**config.mk**
```make
export PLATFORM = sky130hd
export DESIGN_NAME = uart_loopback_core
export DESIGN_NICKNAME = d
export VERILOG_FILES = /design/src/rtl/uart_loopback_core.sv
export SDC_FILE = /design/constraint.sdc
export NUM_CORES = 1
export LEC_CHECK = 0
export BUFFER_PORTS_ARGS = -buffer_cell sky130_fd_sc_hd__buf_4
export CORE_AREA = 2 2 80 82
export CTS_CLUSTER_SIZE = 14
export DETAILED_ROUTE_END_ITERATION = 8
export DIE_AREA = 0 0 82 84
export GPL_TIMING_DRIVEN = 0
export PLACE_DENSITY = 0.73
export SLEW_MARGIN = 20
export SYNTH_ARGS = -nofsm -noshare
export SYNTH_HDL_FRONTEND = slang
export SYNTH_SLANG_ARGS = --single-unit
export TNS_END_PERCENT = 20
```
**constraint.sdc**
```tcl
create_clock -name clk -period 2 [get_ports clk]
set_clock_uncertainty 0.05 [all_clocks]
set_input_delay 0.1 -clock clk [delete_from_list [all_inputs] [get_ports clk]]
set_output_delay 0.1 -clock clk [all_outputs]
set_load 0.03 [all_outputs]
```
**src/rtl/uart_loopback_core.sv**
```systemverilog
// uart_loopback_core: autonomous 8N1 UART transmitter (incrementing byte
// pattern) plus an independent receiver, intended for link bring-up with
// Tx wired back to Rx.
// Optional build macro PARITY_EN: adds an even-parity bit between data
// bit 7 and the stop bit on both halves; a parity mismatch blocks the
// rx_data update.
module uart_loopback_core #(
  parameter int unsigned CLKS_PER_BIT = 5208,
  parameter int unsigned GAP_BITS     = 2
) (
  input  logic       clk,
  input  logic       rxrst,
  input  logic       txrst,
  input  logic       Rx,
  output logic       Tx,
  output logic [7:0] tx_data,
  output logic [7:0] rx_data
);

  localparam int unsigned GAP_CLKS = GAP_BITS * CLKS_PER_BIT;
  localparam int unsigned CNT_W    = $clog2(GAP_CLKS + 1);

  localparam logic [CNT_W-1:0] BIT_END  = CNT_W'(CLKS_PER_BIT - 1);
  localparam logic [CNT_W-1:0] HALF_END = CNT_W'(CLKS_PER_BIT / 2 - 1);
  localparam logic [CNT_W-1:0] GAP_END  = CNT_W'(GAP_CLKS - 1);
  localparam logic [2:0]       LAST_BIT = 3'd7;

  typedef enum logic [2:0] {
    TX_IDLE,
    TX_START,
    TX_DATA,
    TX_PARITY,
    TX_STOP,
    TX_GAP
  } tx_state_t;

  typedef enum logic [2:0] {
    RX_IDLE,
    RX_START,
    RX_DATA,
    RX_PARITY,
    RX_STOP
  } rx_state_t;

  tx_state_t        tx_state;
  logic [CNT_W-1:0] tx_cnt;
  logic [2:0]       tx_idx;

  rx_state_t        rx_state;
  logic [CNT_W-1:0] rx_cnt;
  logic [2:0]       rx_idx;
  logic [7:0]       rx_shift;
  logic             rx_s1;
  logic             rx_s2;
  logic             rx_prev;
`ifdef PARITY_EN
  logic             rx_par_err;
`endif

  // Transmitter FSM: frame sequencing, serial output and pattern counter
  always_ff @(posedge clk) begin
    if (txrst) begin
      tx_state <= TX_IDLE;
      tx_cnt   <= '0;
      tx_idx   <= '0;
      Tx       <= 1'b1;
      tx_data  <= 8'h00;
    end else begin
      case (tx_state)
        TX_IDLE: begin
          tx_state <= TX_START;
          tx_cnt   <= '0;
          Tx       <= 1'b0;
        end
        TX_START: begin
          if (tx_cnt == BIT_END) begin
            tx_cnt   <= '0;
            tx_idx   <= '0;
            tx_state <= TX_DATA;
            Tx       <= tx_data[0];
          end else begin
            tx_cnt <= tx_cnt + CNT_W'(1);
          end
        end
        TX_DATA: begin
          if (tx_cnt == BIT_END) begin
            tx_cnt <= '0;
            if (tx_idx == LAST_BIT) begin
`ifdef PARITY_EN
              tx_state <= TX_PARITY;
              Tx       <= ^tx_data;
`else
              tx_state <= TX_STOP;
              Tx       <= 1'b1;
`endif
            end else begin
              tx_idx <= tx_idx + 3'd1;
              Tx     <= tx_data[tx_idx + 3'd1];
            end
          end else begin
            tx_cnt <= tx_cnt + CNT_W'(1);
          end
        end
        TX_PARITY: begin
          if (tx_cnt == BIT_END) begin
            tx_cnt   <= '0;
            tx_state <= TX_STOP;
            Tx       <= 1'b1;
          end else begin
            tx_cnt <= tx_cnt + CNT_W'(1);
          end
        end
        TX_STOP: begin
          if (tx_cnt == BIT_END) begin
            tx_cnt   <= '0;
            tx_state <= TX_GAP;
            tx_data  <= tx_data + 8'd1;
          end else begin
            tx_cnt <= tx_cnt + CNT_W'(1);
          end
        end
        TX_GAP: begin
          if (tx_cnt == GAP_END) begin
            tx_cnt   <= '0;
            tx_state <= TX_START;
            Tx       <= 1'b0;
          end else begin
            tx_cnt <= tx_cnt + CNT_W'(1);
          end
        end
        default: begin
          tx_state <= TX_IDLE;
          tx_cnt   <= '0;
          Tx       <= 1'b1;
        end
      endcase
    end
  end

  // Receiver: Rx synchronizer, mid-bit sampling FSM and byte capture
  always_ff @(posedge clk) begin
    if (rxrst) begin
      rx_s1      <= 1'b1;
      rx_s2      <= 1'b1;
      rx_prev    <= 1'b1;
      rx_state   <= RX_IDLE;
      rx_cnt     <= '0;
      rx_idx     <= '0;
      rx_shift   <= 8'h00;
      rx_data    <= 8'h00;
`ifdef PARITY_EN
      rx_par_err <= 1'b0;
`endif
    end else begin
      rx_s1   <= Rx;
      rx_s2   <= rx_s1;
      rx_prev <= rx_s2;
      case (rx_state)
        RX_IDLE: begin
          rx_cnt <= '0;
          // a start needs the line seen high first, so a low stop bit
          // cannot retrigger a frame on its own
          if (rx_prev && !rx_s2) begin
            rx_state <= RX_START;
          end
        end
        RX_START: begin
          if (rx_cnt == HALF_END) begin
            rx_cnt <= '0;
            if (rx_s2) begin
              rx_state <= RX_IDLE;
            end else begin
              rx_idx   <= '0;
              rx_state <= RX_DATA;
            end
          end else begin
            rx_cnt <= rx_cnt + CNT_W'(1);
          end
        end
        RX_DATA: begin
          if (rx_cnt == BIT_END) begin
            rx_cnt   <= '0;
            rx_shift <= {rx_s2, rx_shift[7:1]};
            if (rx_idx == LAST_BIT) begin
`ifdef PARITY_EN
              rx_state <= RX_PARITY;
`else
              rx_state <= RX_STOP;
`endif
            end else begin
              rx_idx <= rx_idx + 3'd1;
            end
          end else begin
            rx_cnt <= rx_cnt + CNT_W'(1);
          end
        end
`ifdef PARITY_EN
        RX_PARITY: begin
          if (rx_cnt == BIT_END) begin
            rx_cnt     <= '0;
            rx_par_err <= (^rx_shift) ^ rx_s2;
            rx_state   <= RX_STOP;
          end else begin
            rx_cnt <= rx_cnt + CNT_W'(1);
          end
        end
`endif
        RX_STOP: begin
          if (rx_cnt == BIT_END) begin
            rx_cnt   <= '0;
            rx_state <= RX_IDLE;
`ifdef PARITY_EN
            if (rx_s2 && !rx_par_err) begin
              rx_data <= rx_shift;
            end
`else
            if (rx_s2) begin
              rx_data <= rx_shift;
            end
`endif
          end else begin
            rx_cnt <= rx_cnt + CNT_W'(1);
          end
        end
        default: begin
          rx_state <= RX_IDLE;
          rx_cnt   <= '0;
        end
      endcase
    end
  end

endmodule

```
# Yosys cells after proc, flatten, opt, wreduce, memory -nomap -nowiden

Index checks and enable logic that the tools add are counted.

Add/subtract/negate cells: 5
Order comparisons: 1
Equality and inequality tests: 28
Multiplexer cells: 37
Bitwise operators: 1
Reductions and logical operators: 16

Operators with widths:

| kind                                                                         | count |
|---|---|
| 14-bit 2-to-1 mux                                                            | 4 |
| 14-bit case mux with 2 select lines                                          | 2 |
| 3-bit 2-to-1 mux                                                             | 18 |
| 14-bit by 1-bit adder with 14-bit output, second input constant              | 2 |
| 14-bit by 13-bit == test with 1-bit output, second input constant            | 2 |
| 2-bit != test, second input constant                                         | 14 |
| 3-bit case mux with 6 select lines                                           | 1 |
| 3-bit == test, second input constant                                         | 5 |
| 5-bit AND reduction                                                          | 3 |
| 14-bit by 12-bit == test with 1-bit output, second input constant            | 1 |
| 14-bit == test, second input constant                                        | 1 |
| 3-bit case mux with 2 select lines                                           | 2 |
| 3-bit case mux with 4 select lines                                           | 1 |
| 3-bit by 2-bit == test with 1-bit output, second input constant              | 3 |
| 8-bit by 1-bit adder with 8-bit output, second input constant                | 1 |
| 3-bit by 1-bit adder with 3-bit output, second input constant                | 2 |
| 3-bit by 1-bit == test with 1-bit output, second input constant              | 2 |
| 3-bit zero test                                                              | 2 |
| 1-bit 2-to-1 mux                                                             | 6 |
| 1-bit case mux with 6 select lines                                           | 1 |
| 6-bit AND reduction                                                          | 1 |
| 3-bit by 4-bit less-than comparator with 1-bit output, second input constant | 1 |
| 2-bit AND reduction                                                          | 2 |
| 4-bit AND reduction                                                          | 1 |
| other kinds (9)                                                              | 10 |

Register bits: 68
Input bits: 4
Output and inout bits: 17
Logic and storage cells: 101

# Longest topological paths before layout

Gate-level depths: netlist of the first run.

Depth after elaboration: 6
Mapped depth: 8
Gate-level depth less buffers: 6

# Least setup slack after synthesis of the first run

OpenSTA, ideal clock, no wires.

Path type: register -> register
Start: reg rx_cnt[0]
End: reg rx_data[5]
Library setup time: 0.128 ns
Arrival: 1.826 ns
Required time: 1.822 ns
Setup slack: -0.003 ns
Stages on the path, launching flop included: 8
Path buffers: 1
Period minus slack after synthesis: 2.003 ns
Path through: dfxtp_1 -> ha_1 -> nor4b_4 -> nand4b_2 -> or4b_1 -> buf_6 -> mux2i_1 -> nor2_1

Cells in the longest elaborated chain, start to end: 2

RTL lines:

| item                                       | RTL line | source |
|---|---|---|
| start: declaration                         | 50       | `logic [CNT_W-1:0] rx_cnt;` |
| start signal: assignment                   | 177      | `rx_cnt <= rx_cnt + CNT_W'(1);` |
| start signal: assignment                   | 194      | `rx_cnt <= rx_cnt + CNT_W'(1);` |
| start signal: assignment                   | 222      | `rx_cnt <= rx_cnt + CNT_W'(1);` |
| 14-bit by 13-bit == test with 1-bit output | 209      | `if (rx_cnt == BIT_END) begin` |
| 3-bit AND reduction (no line)              | --       |  |
| end signal: assignment                     | 218      | `rx_data <= rx_shift;` |
| end: declaration                           | 17       | `output logic [7:0] rx_data` |

Every way passes these cells.
A chain may end at the register's enable or synchronous reset.

# Worst setup path after layout of the first run

Start: reg tx_idx[0]
End: reg Tx

Cells in the longest elaborated chain, start to end: 6
Elaborated cells on any way between the ends: 7
Those cells by class: 1 x add/sub; 1 x eq/ne; 5 x mux

RTL lines:

| item                                      | RTL line | source |
|---|---|---|
| start: declaration                        | 47       | `logic [2:0] tx_idx;` |
| start signal: assignment                  | 97       | `tx_idx <= tx_idx + 3'd1;` |
| 3-bit by 1-bit adder with 3-bit output    | 98       | `Tx <= tx_data[tx_idx + 3'd1];` |
| 1-bit binary-select mux with 3-bit select | 98       |  |
| 1-bit 2-to-1 mux (implied by the code)    | 98       |  |
| 1-bit 2-to-1 mux *                        | 88       | `if (tx_idx == LAST_BIT) begin` |
| 1-bit 2-to-1 mux *                        | 86       | `if (tx_cnt == BIT_END) begin` |
| 1-bit case mux with 6 select lines *      | 69       | `case (tx_state)` |
| end signal: assignment                    | 80       | `Tx <= tx_data[0];` |
| end signal: assignment                    | 98       |  |
| end: declaration                          | 15       | `output logic Tx,` |

Mark *: on every way between the ends. The rest lies on a longest branch, timed or not. The select of a mux whose other input is x is not followed.

==> flow_metrics.env, run 1 <==
export IMPL_status="finished, violations left"
export IMPL_failed_checks="negative setup slack"
export IMPL_p_comb_frac=0.035
export IMPL_max_slew_margin=0.691
export IMPL_timing_hold_violations_final=0
export IMPL_drt_first_pass_iters=4
export IMPL_clk_pin_slew_ns=0.07
export IMPL_share_seq_of_total_power=0.513
export IMPL_rr_worst_depth=6
export IMPL_synth_ff_latch_count=68
export IMPL_floorplan_initialDensity=0.516
export IMPL_worst_slew_pin_slew_ns=0.463
export IMPL_postSynth_topFlopCell="sky130_fd_sc_hd__dfxtp_1"
export IMPL_unrepaired_setup_endpoints_after_global_routing="true"
export IMPL_fraction_of_the_core_area_covered_by_cells_at_the_end_of_the_flow=0.642
export IMPL_max_cap_violations=0
export IMPL_timing_critical_path_to="Tx$_SDFFE_PP1P_"
export IMPL_most_used_cells_in_the_layout_excluding_fill_and_tap_cells="sky130_fd_sc_hd__nor2_1 (64), sky130_fd_sc_hd__dfxtp_1 (58), sky130_fd_sc_hd__buf_4 (31)"
export IMPL_critPathLaunch="tx_idx[0]$_SDFFE_PP0P_"
export IMPL_via_count=2512
export IMPL_number_of_synthesized_flops_with_an_enable_pin=0
export IMPL_syn_cell_area_um2=3140
export IMPL_final_max_slew_viol_count=0
export IMPL_switching_power_uw=571
export IMPL_share_of_final_layout_standard_cells_stronger_than_drive_strength_1=0.258
export IMPL_critPathCaptureType="register"
export IMPL_yosysWarningCount=0
export IMPL_timing_critical_path_arrival_ns=2.18
export IMPL_num_nets_final=395
export IMPL_synth_async_sr_flop_share=0
export IMPL_synth_top_area_frac=0.433
export IMPL_clk_root_buffer_cell="sky130_fd_sc_hd__clkbuf_8"
export IMPL_grt_start_max_net_pins=12
export IMPL_category_of_the_critical_setup_timing_path="register to register"
export IMPL_worst_r2r_setup_slack_ns=-0.006
export IMPL_synth_yosys_seq_area_share=0.433
export IMPL_via_count_of_the_first_global_routing_pass=2423
export IMPL_pwr_density_cell_nw_per_um2=683
export IMPL_fin_ws_ns=-0.00574
export IMPL_worst_endpoint_required_ns=2.17
export IMPL_layout_worst_path_cycle_share=1.00
export IMPL_ctsLongestPathBuffers=2
export IMPL_n_antenna_cell=0
export IMPL_cellInternalPower_uw=2100
export IMPL_synth_avg_cell_area_um2=9.25
export IMPL_port_buffers=18
export IMPL_total_wire_length_um=6270
export IMPL_routabilityCongestion=0.803
export IMPL_synthTopCellsByArea="sky130_fd_sc_hd__dfxtp_1 (43%), sky130_fd_sc_hd__nor2_1 (7.6%), sky130_fd_sc_hd__mux2i_1 (5.4%), sky130_fd_sc_hd__xnor2_1 (4.5%), sky130_fd_sc_hd__xor2_1 (4.2%)"
export IMPL_cts_htree_levels=3
export IMPL_r2r_end="Tx$_SDFFE_PP1P_"
export IMPL_tritoncts="done"
export IMPL_grt_util_all_layers=0.196
export IMPL_irDropWorstVdd_v=0.000618
export IMPL_netlist_top_cell_by_area="sky130_fd_sc_hd__dfxtp_1"
export IMPL_design_die_area_um2=6890
export IMPL_fmaxAchievable_mhz=499
export IMPL_setup_viol=2
export IMPL_dr_first_iter_drc_count=83
export IMPL_mostFrequentLayoutCell="sky130_fd_sc_hd__nor2_1"
export IMPL_syn2layout_area_growth_pct=24.5
export IMPL_core_um2=6100
export IMPL_chipWidth_um=82
export IMPL_p_clk_frac=0.452
export IMPL_netlist_instances=340
export IMPL_fillerInstances=482
export IMPL_cp_start_kind="register"
export IMPL_min_path_type="input pin to register"
export IMPL_static_leakage_power_uw=0.00153
export IMPL_grt_antenna_before_repair=0
export IMPL_design_portCount=21
export IMPL_post_route_drc_count=0
export IMPL_die_h_um=84
export IMPL_setup_total_negative_slack_ns=-0.00709
export IMPL_place_hpwl_um=3920
export IMPL_power_switching_fraction=0.213
export IMPL_floorplan_rows=29
export IMPL_wire_per_inst_um=13.5
export IMPL_numClockSinks=68
export IMPL_grt_first_pass_wirelength_um=10600
export IMPL_yosys_cell_types_count=57
export IMPL_numCtsBuffers=9
export IMPL_crit_fanout=5
export IMPL_overflow=0
export IMPL_worst_skew_pair_latency_ns=0.34
export IMPL_reg2reg_from="tx_idx[0]$_SDFFE_PP0P_"
export IMPL_synthesis_nets=352
export IMPL_antenna_viol_nets_final=0
export IMPL_finalCriticalPeriod_ns=2.01
export IMPL_number_of_vias_per_cell=5.40
power groups by stage:
| stage | clock network (uW) | logic, uW | registers (uW) |
|---|---|---|---|
| final | 1210 | 92.7 | 1370 |
| after global routing | 1290 | 104 | 1370 |
| after CTS | 1240 | 91.0 | 1370 |
| after detailed placement | 0 | 76.3 | 1410 |
| after global placement | 0 | 75.2 | 1410 |
| after floorplan | 0 | 54.8 | 1410 |
cells by family after synthesis:
family	Yosys count	share of synthesized area
compound gates	30	0.0617
flops	68	0.433
buf+inv	24	0.0378
mux	21	0.0756
simple gates	158	0.274
fa+ha+maj	8	0.0318
xor+xnor	31	0.0864
repair_timing:
action	4_1_cts	5_1_grt
hold buffers	3	0
endpoints found under the hold margin	5	0
pin swaps	7	6
endpoints found under the setup margin	50	56
setup buffers	8	5
resized for setup	31	21
cells in the mapped netlist, drive strengths merged, types with 2 or more instances:
cell type and instances:
mux2i 17, or4b 2, nor4 6, mux4 2
o41ai 2, nand2 16, nor2 64, a21oi 10
nor4b 6, mux2 2, o21ai 6, a211oi 3
and2 2, and4 3, clkbuf 6, nor2b 3
xnor2 16, nand4b 2, xor2 15, and3 5
nand4 8, dfxtp 68, or2 8, nand3 13
buf 7, nor3 6, ha 8, nor4bb 2
inv 9, nor3b 3
worst min-delay path by stage:
stage                                    end  startpoint  slack (ns)  cells past startpoint
floorplan                   rx_s1$_SDFF_PP1_          Rx        0.15                      1
global placement            rx_s1$_SDFF_PP1_          Rx        0.24                      2
detailed placement          rx_s1$_SDFF_PP1_          Rx        0.24                      2
CTS                 tx_state[2]$_SDFFE_PP0P_       txrst        0.04                      2
global route        tx_state[2]$_SDFFE_PP0P_       txrst         0.1                      2
finish              tx_state[2]$_SDFFE_PP0P_       txrst        0.06                      2
final cells by class:
class	instances	area, um^2	share of cell area
Tap cell	77	96.3	0.0246
Clock inverter	4	73.8	0.0189
Multi-Input combinational cell	248	1830	0.469
Buffer	12	88.8	0.0227
Timing Repair Buffer	34	267	0.0681
Sequential cell	68	1380	0.353
Clock buffer	12	135	0.0345
Inverter	10	37.5	0.00959
layer usage:
metal / vias up / GRT usage / wire length (um)
met3: 13 / 0.0703 / 248
met4: 0 / 0.0667 / 128
li1: 1273 / - / -
met5: - / 0 / 0
met1: 1179 / 0.250 / 2920
met2: 47 / 0.302 / 2970
flip-flops by register name (all words and copies together), names as in the netlist, 3 cells and up:
signal and flops:
rx_idx 3, rx_state 3, rx_data 8, rx_shift 8, tx_state 3, rx_cnt 14, tx_idx 3, tx_data 8
tx_cnt 14
worst max-delay path, cell delays in order (launching register included):
cell and delay [ns]:
sky130_fd_sc_hd__dfxtp_2 0.36, sky130_fd_sc_hd__ha_2 0.20, sky130_fd_sc_hd__ha_4 0.28, sky130_fd_sc_hd__mux4_2 0.48, sky130_fd_sc_hd__mux2_2 0.28, sky130_fd_sc_hd__o21ai_2 0.14
sky130_fd_sc_hd__a31oi_1 0.10
through the flow:
stage                     cell area (um^2)  hold slack [ns]  power, uW  worst slack [ns]  std cells
after global routing                  3910           0.0972       2770           -0.0834        465
after detailed placement              3380            0.240       1480            -0.198        435
after CTS                             3810           0.0447       2710           -0.0248        461
after global placement                3380            0.243       1480            -0.200        435
final                                 3910           0.0577       2670          -0.00574        465
after floorplan                       3150            0.154       1460           0.00547        340
Power figures use the tool's default switching activity.
==> run 2: changes to the inputs <==
CORE_AREA = 2 2 87 89   (was 2 2 80 82)
DIE_AREA = 0 0 89 91   (was 0 0 82 84)
PLACE_DENSITY = default   (was 0.73)
==> run 2 against run 1 <==
Compared with the run above:
- the flow now finishes without violations
- global-route usage down 3.1 points
- hold slack better by 0.015 ns
- cell area up 1.6%
- critical path type unchanged
==> flow_metrics.env, run 2 (synthesized netlist as in run 1, its figures left out) <==
export IMPL_chipWidth_um=89
export IMPL_most_used_cells_in_the_layout_excluding_fill_and_tap_cells="sky130_fd_sc_hd__nor2_1 (64), sky130_fd_sc_hd__dfxtp_1 (61), sky130_fd_sc_hd__buf_4 (30)"
export IMPL_min_path_type="input pin to register"
export IMPL_category_of_the_critical_setup_timing_path="register to register"
export IMPL_floorplan_initialDensity=0.441
export IMPL_design_portCount=21
export IMPL_via_count=2460
export IMPL_n_antenna_cell=0
export IMPL_routabilityCongestion=0.814
export IMPL_tritoncts="done"
export IMPL_floorplan_rows=31
export IMPL_critPathCaptureType="register"
export IMPL_num_nets_final=393
export IMPL_overflow=0
export IMPL_timing_critical_path_arrival_ns=2.17
export IMPL_place_worst_setup_slack_ns=-0.247
export IMPL_grt_first_pass_wirelength_um=10500
export IMPL_worst_skew_pair_latency_ns=0.34
export IMPL_mostFrequentLayoutCell="sky130_fd_sc_hd__nor2_1"
export IMPL_design_die_area_um2=8100
export IMPL_cts_htree_levels=3
export IMPL_grt_util_all_layers=0.165
export IMPL_clk_root_buffer_cell="sky130_fd_sc_hd__clkbuf_8"
export IMPL_fin_ws_ns=0.0000862
export IMPL_critPathLaunch="tx_idx[0]$_SDFFE_PP0P_"
export IMPL_max_cap_violations=0
export IMPL_share_of_final_layout_standard_cells_stronger_than_drive_strength_1=0.259
export IMPL_final_max_slew_viol_count=0
export IMPL_static_leakage_power_uw=0.00153
export IMPL_grt_antenna_before_repair=0
export IMPL_fmaxAchievable_mhz=500
export IMPL_clk_pin_slew_ns=0.08
export IMPL_post_route_drc_count=0
export IMPL_drt_first_pass_iters=4
export IMPL_place_hpwl_um=4000
export IMPL_numCtsBuffers=9
export IMPL_grt_start_max_net_pins=13
export IMPL_placed_cells=457
export IMPL_ctsLongestPathBuffers=2
export IMPL_irDropWorstVdd_v=0.000353
export IMPL_numClockSinks=68
export IMPL_dr_first_iter_drc_count=96
export IMPL_wire_per_inst_um=12.7
export IMPL_die_h_um=91
export IMPL_reg2reg_from="tx_idx[0]$_SDFFE_PP0P_"
export IMPL_worst_slew_pin_slew_ns=0.448
export IMPL_fraction_of_the_core_area_covered_by_cells_at_the_end_of_the_flow=0.557
export IMPL_worst_endpoint_required_ns=2.17
export IMPL_number_of_vias_per_cell=5.07
export IMPL_reg_top3="rx_cnt x14, tx_cnt x14"
export IMPL_unrepaired_setup_endpoints_after_global_routing="true"
export IMPL_pwr_density_cell_nw_per_um2=709
export IMPL_timing_hold_worst_start="txrst"
export IMPL_layoutNonFillerInstCount=485
export IMPL_core_um2=7140
export IMPL_cp_start_kind="register"
export IMPL_total_wire_length_um=6150
export IMPL_max_slew_margin=0.701
export IMPL_status="finished, final reports clean"
export IMPL_syn2layout_area_growth_pct=26.4
export IMPL_finalCriticalPeriod_ns=2.00
export IMPL_fin_total_pwr_uw=2820
export IMPL_antenna_viol_nets_final=0
export IMPL_port_buffers=18
export IMPL_layout_worst_path_cycle_share=1.00
export IMPL_setup_viol=0
export IMPL_via_count_of_the_first_global_routing_pass=2321
export IMPL_timing_hold_violations_final=0
export IMPL_crit_fanout=5
run 2: cell count changes in the layout (fill, tap and decap cells not counted), sizes merged:
cell / previous run / this run
buf: 37 / 35
bufinv: 2 / 3
clkbuf: 17 / 14
clkinvlp: 0 / 2
run 2: layout make-up:
type,count,area (um^2)
Buffer,12,88.8
Inverter,10,37.5
Clock inverter,7,115
Timing Repair Buffer,32,248
Clock buffer,9,124
Sequential cell,68,1380
Tap cell,99,124
Multi-Input combinational cell,248,1860
Fill cell,673,3160
run 2: routing by layer:
metal  routed length, um  GRT usage  up-vias
li1                    -          -     1276
met1                3010      0.214     1141
met2                2840      0.251       34
met3                 201     0.0500        9
met4                  93     0.0697        0
met5                   0          0        -
run 2: power breakdown:
group	leakage [uW]	switching [uW]	internal, uW
clock network	0.000115	522	823
registers	0.000553	10.6	1360
logic	0.000863	57.0	40.2
run 2: metrics by stage:
step / hold slack, ns / cell area (um^2) / setup TNS, ns
2_1_floorplan: 0.154 / 3150 / 0
3_3_place_gp: 0.242 / 3410 / -4.67
3_5_place_dp: 0.243 / 3410 / -5.25
4_1_cts: 0.0559 / 3810 / -0.235
5_1_grt: 0.0760 / 3980 / -0.893
6_report: 0.0732 / 3980 / 0
run 2: timing repair:
action	in CTS	in global routing
buffers inserted	5	6
endpoints found under the setup margin	48	53
gates cloned	0	0
pin swaps	6	9
hold endpoints to repair	5	0
resized for setup	24	30
hold buffers	3	0
run 2: final timing paths:
kind	to	slack, ns	cells past startpoint
worst max-delay path	Tx$_SDFFE_PP1P_	0.00009	6
worst min register to register	rx_s2$_SDFF_PP1_	0.37	1
worst min-delay path	tx_idx[2]$_SDFFE_PP0P_	0.07	2
worst max register to register	Tx$_SDFFE_PP1P_	0.00009	6
run 2: worst max-delay path: stages, from the launching register on:
cell	delay, ns
sky130_fd_sc_hd__dfxtp_2	0.35
sky130_fd_sc_hd__ha_2	0.20
sky130_fd_sc_hd__ha_4	0.28
sky130_fd_sc_hd__mux4_2	0.48
sky130_fd_sc_hd__mux2_2	0.28
sky130_fd_sc_hd__o21ai_2	0.14
sky130_fd_sc_hd__a31oi_1	0.10
